$ cat src/rtl/mux_sel_arbiter.sv
// Two-requester round-robin arbiter driving the select of a 2:1 mux bank.
// Grants are held for multi-cycle transfers; a hold limit stops one side starving the other.
module mux_sel_arbiter #(
  parameter int unsigned HOLD_MAX = 8,
  parameter int unsigned CW       = $clog2(HOLD_MAX + 1)
) (
  input  logic          clk,
  input  logic          reset_n,
  input  logic          req0,
  input  logic          req1,
  input  logic          last0,
  input  logic          last1,
  output logic          sel,
  output logic          gnt0,
  output logic          gnt1,
  output logic          busy,
  output logic [CW-1:0] hold_cnt
);

  localparam logic [CW-1:0] HoldMax  = CW'(HOLD_MAX);
  localparam logic [CW-1:0] HoldLast = CW'(HOLD_MAX - 1);

  typedef enum logic [1:0] {StIdle, StOwn0, StOwn1} state_e;

  state_e          state_q, state_d;
  logic            prio_q, prio_d;
  logic            sel_q, sel_d;
  logic            gnt0_q, gnt0_d;
  logic            gnt1_q, gnt1_d;
  logic            busy_q, busy_d;
  logic [CW-1:0]   hold_q, hold_d;
  logic            hold_lim;

  // >= so a waiter that arrives after saturation is served on the next edge
  assign hold_lim = (hold_q >= HoldLast);

  always_comb begin
    state_d = state_q;
    prio_d  = prio_q;
    case (state_q)
      StIdle: begin
        if (req0 && (!req1 || !prio_q)) begin
          state_d = StOwn0;
        end else if (req1) begin
          state_d = StOwn1;
        end
      end
      StOwn0: begin
        if (last0 || !req0 || (hold_lim && req1)) begin
          prio_d  = 1'b1;
          state_d = req1 ? StOwn1 : StIdle;
        end
      end
      StOwn1: begin
        if (last1 || !req1 || (hold_lim && req0)) begin
          prio_d  = 1'b0;
          state_d = req0 ? StOwn0 : StIdle;
        end
      end
      default: state_d = StIdle;
    endcase

    gnt0_d = (state_d == StOwn0);
    gnt1_d = (state_d == StOwn1);
    busy_d = gnt0_d | gnt1_d;
    // Select is only driven by an owner; idle keeps the last path to avoid toggling
    if (state_d == StOwn1) begin
      sel_d = 1'b1;
    end else if (state_d == StOwn0) begin
      sel_d = 1'b0;
    end else begin
      sel_d = sel_q;
    end

    if (state_d == StIdle) begin
      hold_d = hold_q;
    end else if (state_d != state_q) begin
      hold_d = '0;
    end else if (hold_q == HoldMax) begin
      hold_d = hold_q;
    end else begin
      hold_d = hold_q + CW'(1);
    end
  end

  always_ff @(posedge clk or negedge reset_n) begin
    if (!reset_n) begin
      state_q <= StIdle;
      prio_q  <= 1'b0;
      sel_q   <= 1'b0;
      gnt0_q  <= 1'b0;
      gnt1_q  <= 1'b0;
      busy_q  <= 1'b0;
      hold_q  <= '0;
    end else begin
      state_q <= state_d;
      prio_q  <= prio_d;
      sel_q   <= sel_d;
      gnt0_q  <= gnt0_d;
      gnt1_q  <= gnt1_d;
      busy_q  <= busy_d;
      hold_q  <= hold_d;
    end
  end

  assign sel      = sel_q;
  assign gnt0     = gnt0_q;
  assign gnt1     = gnt1_q;
  assign busy     = busy_q;
  assign hold_cnt = hold_q;

endmodule

$ cat config.mk
export PLATFORM = sky130hd
export DESIGN_NAME = mux_sel_arbiter
export DESIGN_NICKNAME = d
export VERILOG_FILES = /design/src/rtl/mux_sel_arbiter.sv
export SDC_FILE = /design/constraint.sdc
export NUM_CORES = 1
export LEC_CHECK = 0
export BUFFER_PORTS_ARGS = -buffer_cell sky130_fd_sc_hd__buf_2
export CAP_MARGIN = 20
export CORE_AREA = 3 3 45 52
export CTS_CLUSTER_DIAMETER = 40
export DETAILED_ROUTE_END_ITERATION = 8
export DIE_AREA = 0 0 48 55
export PLACE_DENSITY = 0.49
export REMOVE_ABC_BUFFERS = 1
export SETUP_SLACK_MARGIN = 0.15
export SYNTH_ARGS = -nofsm -noshare
export SYNTH_HDL_FRONTEND = slang
export SYNTH_SLANG_ARGS = --single-unit
$ cat constraint.sdc
create_clock -name clk -period 3.86 [get_ports clk]
set_clock_uncertainty 0.1 [all_clocks]
set_input_delay 0.579 -clock clk [delete_from_list [all_inputs] [get_ports clk]]
set_output_delay 0.579 -clock clk [all_outputs]
set_load 0.005 [all_outputs]
Word level (Yosys, flattened, before mapping)
Index checks and enable logic that the tools add are counted.
Storage, ports and cells
  register bits after elaboration: 11
  input port bits: 6
  output and inout port bits: 8
  word-level logic and storage cells: 51
Cells by class
  add/subtract/negate cells: 1
  $lt $le $gt $ge: 1
  eq/ne operators: 9
  mux-type cells: 14
  bitwise logic cells: 2
  reductions and logical operators: 17
Operators by type and width (count)
  2-bit two-way mux: 5
  4-bit two-way mux: 2
  2-bit inequality test, second input constant: 3
  2-bit one-hot mux with 3 select lines: 1
  1-bit logical OR: 5
  1-bit two-way mux: 5
  4-bit by 1-bit adder with 4-bit output, second input constant: 1
  2-bit by 1-bit == test with 1-bit output, second input constant: 2
  2-bit == test, second input constant: 2
  4-bit == test, second input constant: 1
  4-bit by 3-bit >= comparator with 1-bit output, second input constant: 1
  2-bit logical NOT: 2
  2-bit nonzero test: 2
  1-bit logical AND: 3
  1-bit logical NOT: 3
  3-bit AND reduction: 1
  2-bit inequality test: 1
  1-bit one-hot mux with 2 select lines: 1
  2-bit AND reduction: 1
  1-bit NOT: 1
  1-bit OR: 1

Logic depth before layout (Yosys ltp)
Gate-level depths: netlist of the first run.
  depth after elaboration: 8
  mapped depth: 10
  mapped depth without buffers: 10

Least setup slack after synthesis of the first run
Ideal clock, no wire load.
  path type: flip-flop to flip-flop
  start point: register hold_q[0], in the netlist hold_cnt[0]
  end point: register hold_q[3], in the netlist hold_cnt[3]
  setup time: 0.133 ns
  arrival time: 2.275 ns
  data required time: 3.627 ns
  slack: 1.352 ns
  stages on the path, launching flop included: 10
  buffers on the path: 0
  period minus slack after synthesis: 2.508 ns
  path through: dfrtp_1 -> ha_1 -> a21o_4 -> a21oi_1 -> a21oi_1 -> o22a_1 -> ha_1 -> or4_4 -> xor2_1 -> nor2_1
On the way
  longest elaborated chain between the ends: 8
  elaborated cells between the ends (all ways): 17
  those cells by class: add/sub: 1; order compare: 1; eq/ne: 3; mux: 5; bitwise: 1; reduce/logical: 6
RTL lines
  from (decl): RTL line 31  | logic [CW-1:0] hold_q, hold_d;
  from (signal assigned): RTL line 102  | hold_q <= hold_d;
  4-bit by 3-bit >= comparator with 1-bit output: RTL line 35  | assign hold_lim = (hold_q >= HoldLast);
  1-bit logical AND, on equally long branches: RTL line 55, 49
  1-bit logical OR, on equally long branches: RTL line 55, 49
  2-bit two-way mux, on equally long branches: RTL line 55, 49
  2-bit one-hot mux with 3 select lines: RTL line 40  | case (state_q)
  2-bit inequality test or 2-bit logical NOT (tied branches): RTL line 77, 75
  2-bit inequality test (no source line) or 1-bit NOT (tied branches)
  2-bit AND reduction (no source line)
Several ways; a longest one is shown, not always the timed one. The select of a mux whose other input is x is not followed.
A chain may end at the register's enable or synchronous reset.

Worst setup path after layout of the first run
Same ends and word-level chain as after synthesis.

==> impl_summary.log, run 1 <==
INFO  metric core-area = between 0.0015 and 0.002 mm^2
INFO  metric maxCapViolations = 0
INFO  metric postCtsSetupBuffers = 0
INFO  metric post-route-util = 0.398
INFO  metric regArea = 275 um^2
INFO  metric rows = 17
INFO  metric dpl.hpwl = between 900 and 1000 um
INFO  metric dieHeight = 55 um
INFO  metric initial_core_util = 0.337
INFO  metric post_synth.cell_area_avg = around 11 um^2
INFO  metric grt_first_pass_wirelength = 2020 um
INFO  metric setup_viol = 0
INFO  metric antenna_violations_before_repair = 0
INFO  metric placement.io_buffers = 13
INFO  metric dp_worst_setup_slack = approximately 1200 ps
INFO  metric min_period = approximately 2600 ps
INFO  metric floorplan.die_area = roughly 0.0026 mm^2
INFO  metric multi_input_area = between 300 and 400 um^2
INFO  metric num-fill-cells = 202
INFO  metric layout_worst_path_cycle_share = 0.683
INFO  metric synth_top_area_cell = sky130_fd_sc_hd__dfrtp_1
INFO  metric grt_setup_unrepaired = no
INFO  metric grt_start_max_net_pins = 12
INFO  metric global_route_total_overflow = 0
INFO  metric critPathRequiredTime = slightly below 4000 ps
INFO  metric path_type_of_the_worst_min_delay_path = in2async
INFO  metric finalNonFillerCells = 94
INFO  metric post_synth_most_frequent_cells = sky130_fd_sc_hd__dfrtp_1, sky130_fd_sc_hd__ha_1, sky130_fd_sc_hd__nor2_1, sky130_fd_sc_hd__a21oi_1
INFO  metric insertion_delay = 270 ps
INFO  metric clockBufferDepth = 2
INFO  metric synth_most_common_cell = sky130_fd_sc_hd__dfrtp_1
INFO  metric power-per-cell-area = around 650 mW/mm^2
INFO  metric gpl_wtd_cong = around 0.8
INFO  metric criticalPathCategory = reg2reg
INFO  metric cts_resized = 0
INFO  metric detail_route.wl_per_cell = between 10 and 15 um
INFO  metric ctsHoldBuffers = 0
INFO  metric clk_root_buffer_cell = sky130_fd_sc_hd__clkbuf_4
INFO  metric netlist.area_leader.share = 0.426
INFO  metric tot_pwr = 0.492 mW
INFO  metric final_antenna_net_count = 0
INFO  metric post_drt_via_cell_ratio = a little over 5
INFO  metric layout.nets = 87
INFO  metric drtPass1Iterations = 2
INFO  metric asyncSetResetFlopFracSynth = 1.00
INFO  metric grt_pass1_vias = about 440
INFO  metric clock-sinks = 11
INFO  metric p_leak = ~0.35 nW
INFO  metric timing.final.max_slew_violations = 0
INFO  metric syn_to_final_growth = 18.0%
INFO  metric ir_worst_vdd = 0.000281 V
INFO  metric outcome = finished, final reports clean
INFO  metric synth_cell_types = 29
INFO  metric setup_tns = 0 ps
INFO  metric placed_cell_count = 90
INFO  metric tritoncts = yes
INFO  metric routed-via-count = 481
INFO  metric drive_above_1_share = 0.347
INFO  metric drc_errors = 0
INFO  metric timing.slew.headroom = 0.692
INFO  metric synth_area_leaders = sky130_fd_sc_hd__dfrtp_1, sky130_fd_sc_hd__ha_1, sky130_fd_sc_hd__a2111oi_4
INFO  metric synthesis.yosys.warnings = 0
INFO  metric design_area = between 700 and 800 um^2
INFO  metric number_of_buffers_added_by_the_clock_tree_synthesis_step = 3
INFO  metric io_pins = 14
INFO  metric fmax = between 300 and 400 MHz
INFO  metric ys_dominant_reg_cell = sky130_fd_sc_hd__dfrtp_1
INFO  metric clkSlewWorstSetupHoldPaths = ~80 ps
INFO  metric crit_arrival = approximately 2700 ps
INFO  metric antenna-diode-count = 0
INFO  metric synth_seq_area_share = 0.426
INFO  metric postSynthCellCount = 58
INFO  metric worst-path-max-fanout = 4
INFO  metric hold-worst-slack = 62.7 ps
INFO  metric endpoint_kind = register
INFO  metric worst_pin_slew = roughly 460 ps
INFO  metric synth.ff_latch_count = 11
INFO  metric report.final.hold_viol_count = 0
INFO  metric count_of_flip_flops_with_a_built_in_enable_after_synthesis = 0
INFO  metric clock_tree.htree_level_count = 1
INFO  metric timing.critical_path.from_type = register
INFO  metric final_worst_setup_slack = around 1200 ps
INFO  metric routed_wl = approximately 1200 um
INFO  metric grt_util_all_layers = 0.112
INFO  metric synth.cell_area = around 650 um^2
INFO  metric placedInstanceArea = between 700 and 800 um^2
INFO  metric first_iter_violations = 3
INFO  metric die-width = around 48 um
## registers in the layout (all words and copies together), names as in the netlist
register,flops
hold_cnt,4
state_q,2
busy,1
gnt0,1
gnt1,1
prio_q,1
sel,1
## area by class of cell
class,instances,area share
clock buffer,3,0.0296
tap,19,0.0312
sequential,11,0.361
clock inverter,1,0.00657
timing repair buffer,13,0.0854
multi-input combinational,42,0.461
inverter,5,0.0246
## worst paths after layout
check,from,end,slack [ps],depth (start not counted)
worst min-delay path,reset_n,hold_cnt[1]$_DFFE_PN0P_,60,1
worst max register to register,hold_cnt[0]$_DFFE_PN0P_,hold_cnt[3]$_DFFE_PN0P_,1220,9
worst min register to register,sel$_DFFE_PN0P_,sel$_DFFE_PN0P_,410,1
worst max-delay path,hold_cnt[0]$_DFFE_PN0P_,hold_cnt[3]$_DFFE_PN0P_,1220,9
min in group clk,sel$_DFFE_PN0P_,sel$_DFFE_PN0P_,410,1
max in group asynchronous,reset_n,busy$_DFF_PN0_,3400,1
## power by group
| part | total, mW | leakage [nW] | switching [mW] | internal (mW) |
|---|---|---|---|---|
| Clock | 0.0803 | 0.0177 | 0.0419 | 0.0384 |
| Combinational | 0.218 | 0.194 | 0.114 | 0.104 |
| Sequential | 0.194 | 0.141 | 0.0368 | 0.157 |
| Total | 0.492 | 0.353 | 0.193 | 0.299 |
## cell usage in the layout (no fill, tap or decap), types with 2 or more instances in the layout
cell	Yosys	routed
sky130_fd_sc_hd__a2111oi_4	2	2
sky130_fd_sc_hd__inv_2	2	2
sky130_fd_sc_hd__nand2_1	2	2
sky130_fd_sc_hd__ha_1	5	5
sky130_fd_sc_hd__inv_1	3	3
sky130_fd_sc_hd__clkbuf_4	0	3
sky130_fd_sc_hd__buf_2	0	13
sky130_fd_sc_hd__dfrtp_1	11	11
sky130_fd_sc_hd__a21oi_1	4	4
sky130_fd_sc_hd__nor2_1	5	5
sky130_fd_sc_hd__nand2b_1	3	3
sky130_fd_sc_hd__nor2b_1	2	2
## logic make-up after synthesis
group           share of synthesized area
xor+xnor                           0.0271
fa+ha+maj                          0.0969
mux                                0.0329
buf+inv                            0.0291
simple gates                        0.143
compound gates                      0.244
flops                               0.426
## layer usage
metal,GRT usage,up-vias,part of all wire
met5,0,-,0
met4,0.0673,0,0.024
met3,0.0194,4,0.034
met2,0.165,9,0.47
met1,0.151,223,0.47
li1,-,245,-
## worst max-delay path, cell delays in order, from the launching register on
cell                      delay, ps
sky130_fd_sc_hd__dfrtp_1        420
sky130_fd_sc_hd__ha_1           250
sky130_fd_sc_hd__a21o_4         230
sky130_fd_sc_hd__a21oi_1        200
sky130_fd_sc_hd__a21oi_1        110
sky130_fd_sc_hd__o22a_1         230
sky130_fd_sc_hd__ha_1           240
sky130_fd_sc_hd__or4_4          540
sky130_fd_sc_hd__xor2_1         140
sky130_fd_sc_hd__nor2_1          50
Power figures use the tool's default switching activity.
==> run 2, diff against run 1 <==
==> constraint.sdc (replaced) <==
create_clock -name clk -period 2.8 [get_ports clk]
set_clock_uncertainty 0.1 [all_clocks]
set_input_delay 0.42 -clock clk [delete_from_list [all_inputs] [get_ports clk]]
set_output_delay 0.42 -clock clk [all_outputs]
set_load 0.005 [all_outputs]
==> run 2 against run 1 <==
Routed wire length grew 2.1%. Sequential share of layout area fell by 1.7 points. Critical path depth is the same. Core utilization is 2.0 points higher. Flip-flop and latch count is the same. Final cell count up 3.2%. Critical path type unchanged. Setup slack worse by 920 ps. Design area is 4.9% higher. Maximum frequency rose by 5.5%. Sequential power increased by 38%. Clock power rose by 37%. Largest cell class unchanged. First-iteration DRC count grew 67%.
==> impl_summary.log, run 2 (synthesized netlist as in run 1, its figures left out) <==
INFO  metric grt_first_pass_wirelength = 2210 um (was 2020 um)
INFO  metric placement.io_buffers = 13 (unchanged)
INFO  metric path_type_of_the_worst_min_delay_path = in2reg (was in2async)
INFO  metric syn_to_final_growth = 23.8% (was 18.0%)
INFO  metric core-area = 0.00191 mm^2 (unchanged)
INFO  metric crit_arrival = 2550 ps (was 2690 ps)
INFO  metric timing.slew.headroom = 0.702 (was 0.692)
INFO  metric worstSetupEndpoint = hold_cnt[3]$_DFFE_PN0P_ (unchanged)
INFO  metric power-per-cell-area = 875 mW/mm^2 (was 646 mW/mm^2)
INFO  metric clockBufferDepth = 2 (unchanged)
INFO  metric layout_worst_path_cycle_share = 0.893 (was 0.683)
INFO  metric clock_tree.htree_level_count = 1 (unchanged)
INFO  metric r2r_setup_slk = 300 ps (was 1220 ps)
INFO  metric worst_hold_path.num_cells = 3
INFO  metric timing.critical_path.from_type = register (unchanged)
INFO  metric rows = 17 (unchanged)
INFO  metric first_iter_violations = 5 (was 3)
INFO  metric outcome = finished, final reports clean (unchanged)
INFO  metric layout.nets = 90 (was 87)
INFO  metric floorplan.die_area = 0.00264 mm^2 (unchanged)
INFO  metric initial_core_util = 0.337 (unchanged)
INFO  metric worst_r2r_startpoint = hold_cnt[0]$_DFFE_PN0P_ (unchanged)
INFO  metric grt_setup_unrepaired = no (unchanged)
INFO  metric drtPass1Iterations = 4 (was 2)
INFO  metric fmax = 400 MHz (was 379 MHz)
INFO  metric final_worst_setup_slack = 299 ps (was 1220 ps)
INFO  metric gpl_wtd_cong = 0.770 (was 0.788)
INFO  metric criticalPathCategory = reg2reg (unchanged)
INFO  metric dp_worst_setup_slack = 202 ps (was 1220 ps)
INFO  metric dpl.hpwl = 949 um (was 929 um)
INFO  metric drive_above_1_share = 0.397 (was 0.347)
INFO  metric worst_pin_slew = 442 ps (was 458 ps)
INFO  metric timing.hold.worst.start = req1
INFO  metric clock-sinks = 11 (unchanged)
INFO  metric antenna-diode-count = 0 (unchanged)
INFO  metric num-fill-cells = 204 (was 202)
INFO  metric layout.cells.most_common = sky130_fd_sc_hd__buf_2 (unchanged)
INFO  metric drc_errors = 0 (unchanged)
INFO  metric setup.worst_path.start = hold_cnt[0]$_DFFE_PN0P_ (unchanged)
INFO  metric rr_endpoint = hold_cnt[3]$_DFFE_PN0P_ (unchanged)
INFO  metric min_period = 2500 ps (was 2640 ps)
INFO  metric grt_start_max_net_pins = 12 (unchanged)
INFO  metric worst-path-max-fanout = 4 (unchanged)
INFO  metric antenna_violations_before_repair = 0 (unchanged)
INFO  metric number_of_buffers_added_by_the_clock_tree_synthesis_step = 3 (unchanged)
INFO  metric placed_cell_count = 92 (was 90)
INFO  metric clkSlewWorstSetupHoldPaths = 70 ps (was 80 ps)
INFO  metric postCtsSetupBuffers = 0 (unchanged)
INFO  metric insertion_delay = 270 ps (about the same)
INFO  metric hold-worst-slack = 407 ps (was 62.7 ps)
INFO  metric setup_viol = 0 (unchanged)
INFO  metric p_leak = 0.365 nW (was 0.353 nW)
INFO  metric finalNonFillerCells = 97 (was 94)
INFO  metric grt_util_all_layers = 0.121 (was 0.112)
INFO  metric die-width = 48 um (unchanged)
INFO  metric clk_root_buffer_cell = sky130_fd_sc_hd__clkbuf_4 (unchanged)
INFO  metric routed-via-count = 506 (was 481)
INFO  metric critPathRequiredTime = 2850 ps (was 3910 ps)
INFO  metric post_drt_via_cell_ratio = 5.22 (was 5.12)
INFO  metric ir_worst_vdd = 0.000416 V (was 0.000281 V)
INFO  metric final_antenna_net_count = 0 (unchanged)
INFO  metric most-common-layout-cells = sky130_fd_sc_hd__buf_2, sky130_fd_sc_hd__dfrtp_1, sky130_fd_sc_hd__nor2_1 (was sky130_fd_sc_hd__buf_2, sky130_fd_sc_hd__dfrtp_1, sky130_fd_sc_hd__nor2_1, sky130_fd_sc_hd__ha_1, sky130_fd_sc_hd__a21oi_1)
INFO  metric grt_pass1_vias = 519 (was 435)
INFO  metric io_pins = 14 (unchanged)
INFO  metric detail_route.wl_per_cell = 12.7 um (was 12.9 um)
INFO  metric timing.final.max_slew_violations = 0 (unchanged)
INFO  metric setup_tns = 0 ps (unchanged)
INFO  metric maxCapViolations = 0 (unchanged)
INFO  metric tritoncts = yes (unchanged)
INFO  metric routed_wl = 1240 um (was 1210 um)
INFO  metric report.final.hold_viol_count = 0 (unchanged)
INFO  metric largest_register_ffs = 4 (unchanged)
INFO  metric r2r_cells = 9 (unchanged)
INFO  metric dieHeight = 55 um (unchanged)
INFO  metric endpoint_kind = register (unchanged)
INFO  metric global_route_total_overflow = 0 (unchanged)
-- run 2: cell types whose count changed in the layout (fill, tap and decap cells not counted), sizes merged --
cell,before,now
dlygate4sd3,0,1
buf,13,15
-- run 2: per-layer routing --
metal,vias to the layer above,global-route usage,share of wire
li1,251,-,-
met1,240,0.153,0.44
met2,10,0.185,0.48
met3,5,0.0194,0.042
met4,0,0.0807,0.032
met5,-,0,0
-- run 2: how the worst min path moves through the flow --
| stage | slack (ps) | end |
|---|---|---|
| final | 410 | state_q[1]$_DFF_PN0_ |
| after global routing | 430 | state_q[1]$_DFF_PN0_ |
| after CTS | 400 | state_q[1]$_DFF_PN0_ |
| after detailed placement | 210 | gnt1$_DFF_PN0_ |
| after global placement | 200 | gnt1$_DFF_PN0_ |
| after floorplan | 20 | busy$_DFF_PN0_ |
-- run 2: timing repair --
item | CTS | global route
hold buffers | 1 | 0
endpoints found under the setup margin | 0 | 3
endpoints found under the hold margin | 11 | 0
resized for setup | 0 | 3
-- run 2: metrics by stage --
stage	area (um^2)	total power, mW	util
2_1_floorplan	646	0.483	-
3_3_place_gp	749	0.584	0.392
3_5_place_dp	749	0.585	0.392
4_1_cts	787	0.702	0.411
5_1_grt	800	0.778	0.418
6_report	800	0.700	0.418
-- run 2: area by class of cell --
| class | count | area, um^2 | area share |
|---|---|---|---|
| multi-input combinational | 42 | 364 | 0.455 |
| clock inverter | 1 | 5.00 | 0.00626 |
| tap | 19 | 23.8 | 0.0297 |
| sequential | 11 | 275 | 0.344 |
| clock buffer | 3 | 22.5 | 0.0282 |
| timing repair buffer | 16 | 90.1 | 0.113 |
| inverter | 5 | 18.8 | 0.0235 |
-- run 2: critical path: stages, from the launching register on --
cell and delay (ps):
sky130_fd_sc_hd__dfrtp_1 420, sky130_fd_sc_hd__ha_2 210, sky130_fd_sc_hd__a21o_4 230, sky130_fd_sc_hd__a21oi_2 160, sky130_fd_sc_hd__a21oi_1 100, sky130_fd_sc_hd__o22a_1 230
sky130_fd_sc_hd__ha_1 210, sky130_fd_sc_hd__or4_4 530, sky130_fd_sc_hd__xor2_1 130, sky130_fd_sc_hd__nor2_1 50
-- run 2: power breakdown --
part / internal, mW / switching, mW / leakage, nW
clock network: 0.0529 / 0.0571 / 0.0177
registers: 0.216 / 0.0511 / 0.141
logic: 0.157 / 0.165 / 0.206
==> run 3, diff against run 2 <==
--- a/config.mk
+++ b/config.mk
@@ -7,10 +7,10 @@
 export LEC_CHECK = 0
 export BUFFER_PORTS_ARGS = -buffer_cell sky130_fd_sc_hd__buf_2
 export CAP_MARGIN = 20
-export CORE_AREA = 3 3 45 52
+export CORE_AREA = 2 2 44 51
 export CTS_CLUSTER_DIAMETER = 40
 export DETAILED_ROUTE_END_ITERATION = 8
-export DIE_AREA = 0 0 48 55
+export DIE_AREA = 0 0 46 53
 export PLACE_DENSITY = 0.49
 export REMOVE_ABC_BUFFERS = 1
 export SETUP_SLACK_MARGIN = 0.15
==> run 3 against run 2 <==
Via count decreased by 0.79%. Final cell count unchanged. Core utilization decreased by 0.26 points. Non-clock buffer count unchanged. Largest power group unchanged.
==> impl_summary.log, run 3 (synthesized netlist as in run 1, its figures left out) <==
INFO  metric end_of_the_worst_hold_path = sel$_DFFE_PN0P_ (was state_q[1]$_DFF_PN0_)
INFO  metric clkSlewWorstSetupHoldPaths = 70 ps (about the same)
INFO  metric first_iter_violations = 9 (was 5)
INFO  metric min_period = 2520 ps (was 2500 ps)
INFO  metric p_leak = 0.361 nW (was 0.365 nW)
INFO  metric timing.slew.headroom = 0.693 (was 0.702)
INFO  metric finalNonFillerCells = 97 (unchanged)
INFO  metric grt_start_max_net_pins = 12 (unchanged)
INFO  metric critical_path.n_buffers_inverters = 0 (unchanged)
INFO  metric insertion_delay = 270 ps (about the same)
INFO  metric criticalPathCategory = reg2reg (unchanged)
INFO  metric net-switching-power = 0.270 mW (was 0.273 mW)
INFO  metric detail_route.wl_per_cell = 12.8 um (was 12.7 um)
INFO  metric global_route_total_overflow = 0 (unchanged)
INFO  metric post_drt_via_cell_ratio = 5.18 (was 5.22)
INFO  metric num-fill-cells = 204 (unchanged)
INFO  metric most-common-layout-cells = sky130_fd_sc_hd__buf_2, sky130_fd_sc_hd__dfrtp_1, sky130_fd_sc_hd__nor2_1 (unchanged)
INFO  metric outcome = finished, final reports clean (unchanged)
INFO  metric drc_errors = 0 (unchanged)
INFO  metric clockBufferDepth = 2 (unchanged)
INFO  metric timing.final.max_slew_violations = 0 (unchanged)
INFO  metric clock_tree.htree_level_count = 1 (unchanged)
INFO  metric dpl.hpwl = 921 um (was 949 um)
INFO  metric tritoncts = yes (unchanged)
INFO  metric layout.nets = 90 (unchanged)
INFO  metric worst-path-max-fanout = 4 (unchanged)
INFO  metric power-per-cell-area = 880 mW/mm^2 (was 875 mW/mm^2)
INFO  metric crit_path_max_incr_delay = 530 ps (about the same)
INFO  metric antenna-diode-count = 0 (unchanged)
INFO  metric pwr-share-comb = 0.462 (was 0.461)
INFO  metric syn_to_final_growth = 23.1% (was 23.8%)
INFO  metric grt_setup_unrepaired = no (unchanged)
INFO  metric floorplan.die_area = 0.00244 mm^2 (was 0.00264 mm^2)
INFO  metric grt_first_pass_wirelength = 2080 um (was 2210 um)
INFO  metric report.final.hold_viol_count = 0 (unchanged)
INFO  metric grt-busiest-layer = met2 (unchanged)
INFO  metric setup_tns = 0 ps (unchanged)
INFO  metric design_area = 795 um^2 (was 800 um^2)
INFO  metric io_pins = 14 (unchanged)
INFO  metric layout_worst_path_cycle_share = 0.900 (was 0.893)
INFO  metric initial_core_util = 0.337 (unchanged)
INFO  metric routed-via-count = 502 (was 506)
INFO  metric rows = 17 (unchanged)
INFO  metric gpl_wtd_cong = 0.701 (was 0.770)
INFO  metric clk_root_buffer_cell = sky130_fd_sc_hd__clkbuf_4 (unchanged)
INFO  metric path_type_of_the_worst_min_delay_path = reg2reg (was in2reg)
INFO  metric grtUsageMet1 = 0.167 (was 0.153)
INFO  metric worst_r2r_startpoint = hold_cnt[0]$_DFFE_PN0P_ (unchanged)
INFO  metric worstPathCellList = ha_2 -> a21o_4 -> a21oi_2 -> a21oi_1 -> o22a_1 -> ha_2 -> or4_4 -> xor2_1 -> nor2_1 (was ha_2 -> a21o_4 -> a21oi_2 -> a21oi_1 -> o22a_1 -> ha_1 -> or4_4 -> xor2_1 -> nor2_1)
INFO  metric cp_max_delay_cell = sky130_fd_sc_hd__or4_4 (unchanged)
INFO  metric critPathTopFamily = compound AO/OA/AOI/OAI gates (unchanged)
INFO  metric endpoint_kind = register (unchanged)
INFO  metric dieHeight = 53 um (was 55 um)
INFO  metric drive_above_1_share = 0.385 (was 0.397)
INFO  metric maxCapViolations = 0 (unchanged)
INFO  metric rr_endpoint = hold_cnt[3]$_DFFE_PN0P_ (unchanged)
INFO  metric final_antenna_net_count = 0 (unchanged)
INFO  metric ir_worst_vdd = 0.000404 V (was 0.000416 V)
INFO  metric r2r_cells = 9 (unchanged)
INFO  metric worst_hold_path.num_cells = 1 (was 3)
INFO  metric r2r_setup_slk = 280 ps (was 300 ps)
INFO  metric grt_use_met2 = 0.174 (was 0.185)
INFO  metric routed_wl = 1240 um (about the same)
INFO  metric clock-sinks = 11 (unchanged)
INFO  metric fmax = 397 MHz (was 400 MHz)
INFO  metric worst_path_most_repeated_cell = sky130_fd_sc_hd__ha_2
INFO  metric largest_register_ffs = 4 (unchanged)
INFO  metric worst_pin_slew = 456 ps (was 442 ps)
INFO  metric setup_viol = 0 (unchanged)
INFO  metric timing.critical_path.from_type = register (unchanged)
INFO  metric placedInstanceArea = 742 um^2 (was 749 um^2)
INFO  metric core-area = 0.00191 mm^2 (unchanged)
INFO  metric grt_pass1_vias = 474 (was 519)
INFO  metric die-width = 46 um (was 48 um)
INFO  metric placed_cell_count = 91 (was 92)
INFO  metric cellInternalPower = 0.429 mW (was 0.426 mW)
INFO  metric grt_util_all_layers = 0.123 (was 0.121)
INFO  metric antenna_violations_before_repair = 0 (unchanged)
INFO  metric clockPowerShare = 0.157 (about the same)
INFO  metric layout.cells.most_common = sky130_fd_sc_hd__buf_2 (unchanged)
INFO  metric critPathRequiredTime = 2850 ps (about the same)
INFO  metric groute.layer.met3.usage = 0.0205 (was 0.0194)
INFO  metric placement.io_buffers = 13 (unchanged)
INFO  metric crit_arrival = 2570 ps (was 2550 ps)
INFO  metric power.sequential.fraction = 0.381 (was 0.382)
INFO  metric timing.hold.worst.start = sel$_DFFE_PN0P_ (was req1)
INFO  metric sw_frac_of_total = 0.387 (was 0.391)
INFO  metric number_of_buffers_added_by_the_clock_tree_synthesis_step = 3 (unchanged)
INFO  metric drtPass1Iterations = 4 (unchanged)
[run 3: cell count changes in the layout (fill, tap and decap cells not counted)]
cell | before | now
sky130_fd_sc_hd__a31oi_1 | 0 | 1
sky130_fd_sc_hd__a31oi_2 | 1 | 0
sky130_fd_sc_hd__clkbuf_1 | 0 | 1
sky130_fd_sc_hd__clkinv_2 | 1 | 0
sky130_fd_sc_hd__ha_1 | 4 | 3
sky130_fd_sc_hd__ha_2 | 1 | 2
[run 3: per-layer routing]
layer,up-vias,share of wire
li1,249,-
met1,233,0.47
met2,15,0.45
met3,5,0.042
met4,0,0.029
met5,-,0
[run 3: through the flow]
step / util / hold WS, ps / worst slack (ps) / power (mW)
detailed placement: 0.388 / 205 / 145 / 0.575
finish: 0.415 / 407 / 281 / 0.699
global placement: 0.388 / 203 / 142 / 0.575
floorplan: - / 24.4 / 292 / 0.483
CTS: 0.408 / 413 / 188 / 0.696
global route: 0.415 / 433 / 188 / 0.762
[run 3: worst max path at each step]
stage	cells after the start	end	from
floorplan	9	hold_cnt[3]$_DFFE_PN0P_	hold_cnt[0]$_DFFE_PN0P_
global placement	9	hold_cnt[3]$_DFFE_PN0P_	hold_cnt[0]$_DFFE_PN0P_
detailed placement	9	hold_cnt[3]$_DFFE_PN0P_	hold_cnt[0]$_DFFE_PN0P_
CTS	9	hold_cnt[3]$_DFFE_PN0P_	hold_cnt[0]$_DFFE_PN0P_
global route	9	hold_cnt[3]$_DFFE_PN0P_	hold_cnt[0]$_DFFE_PN0P_
finish	9	hold_cnt[3]$_DFFE_PN0P_	hold_cnt[0]$_DFFE_PN0P_
[run 3: power groups by stage]
stage          clock network (mW)  logic (mW)  registers [mW]
6_report                    0.110       0.323           0.266
2_1_floorplan                   0       0.216           0.267
5_1_grt                     0.123       0.363           0.276
3_5_place_dp                    0       0.307           0.268
3_3_place_gp                    0       0.307           0.269
4_1_cts                     0.113       0.317           0.266
[run 3: cell type report]
type,count,area (um^2),area share
timing repair buffer,16,90.1,0.113
tap,19,23.8,0.0299
sequential,11,275,0.346
multi-input combinational,42,360,0.454
inverter,5,18.8,0.0236
clock buffer,4,26.3,0.0331
[run 3: timing repair]
action,4_1_cts,5_1_grt
gates resized for setup,1,2
buffers inserted,0,1
endpoints found under the hold margin,11,0
hold buffers,1,0
endpoints found under the setup margin,1,1
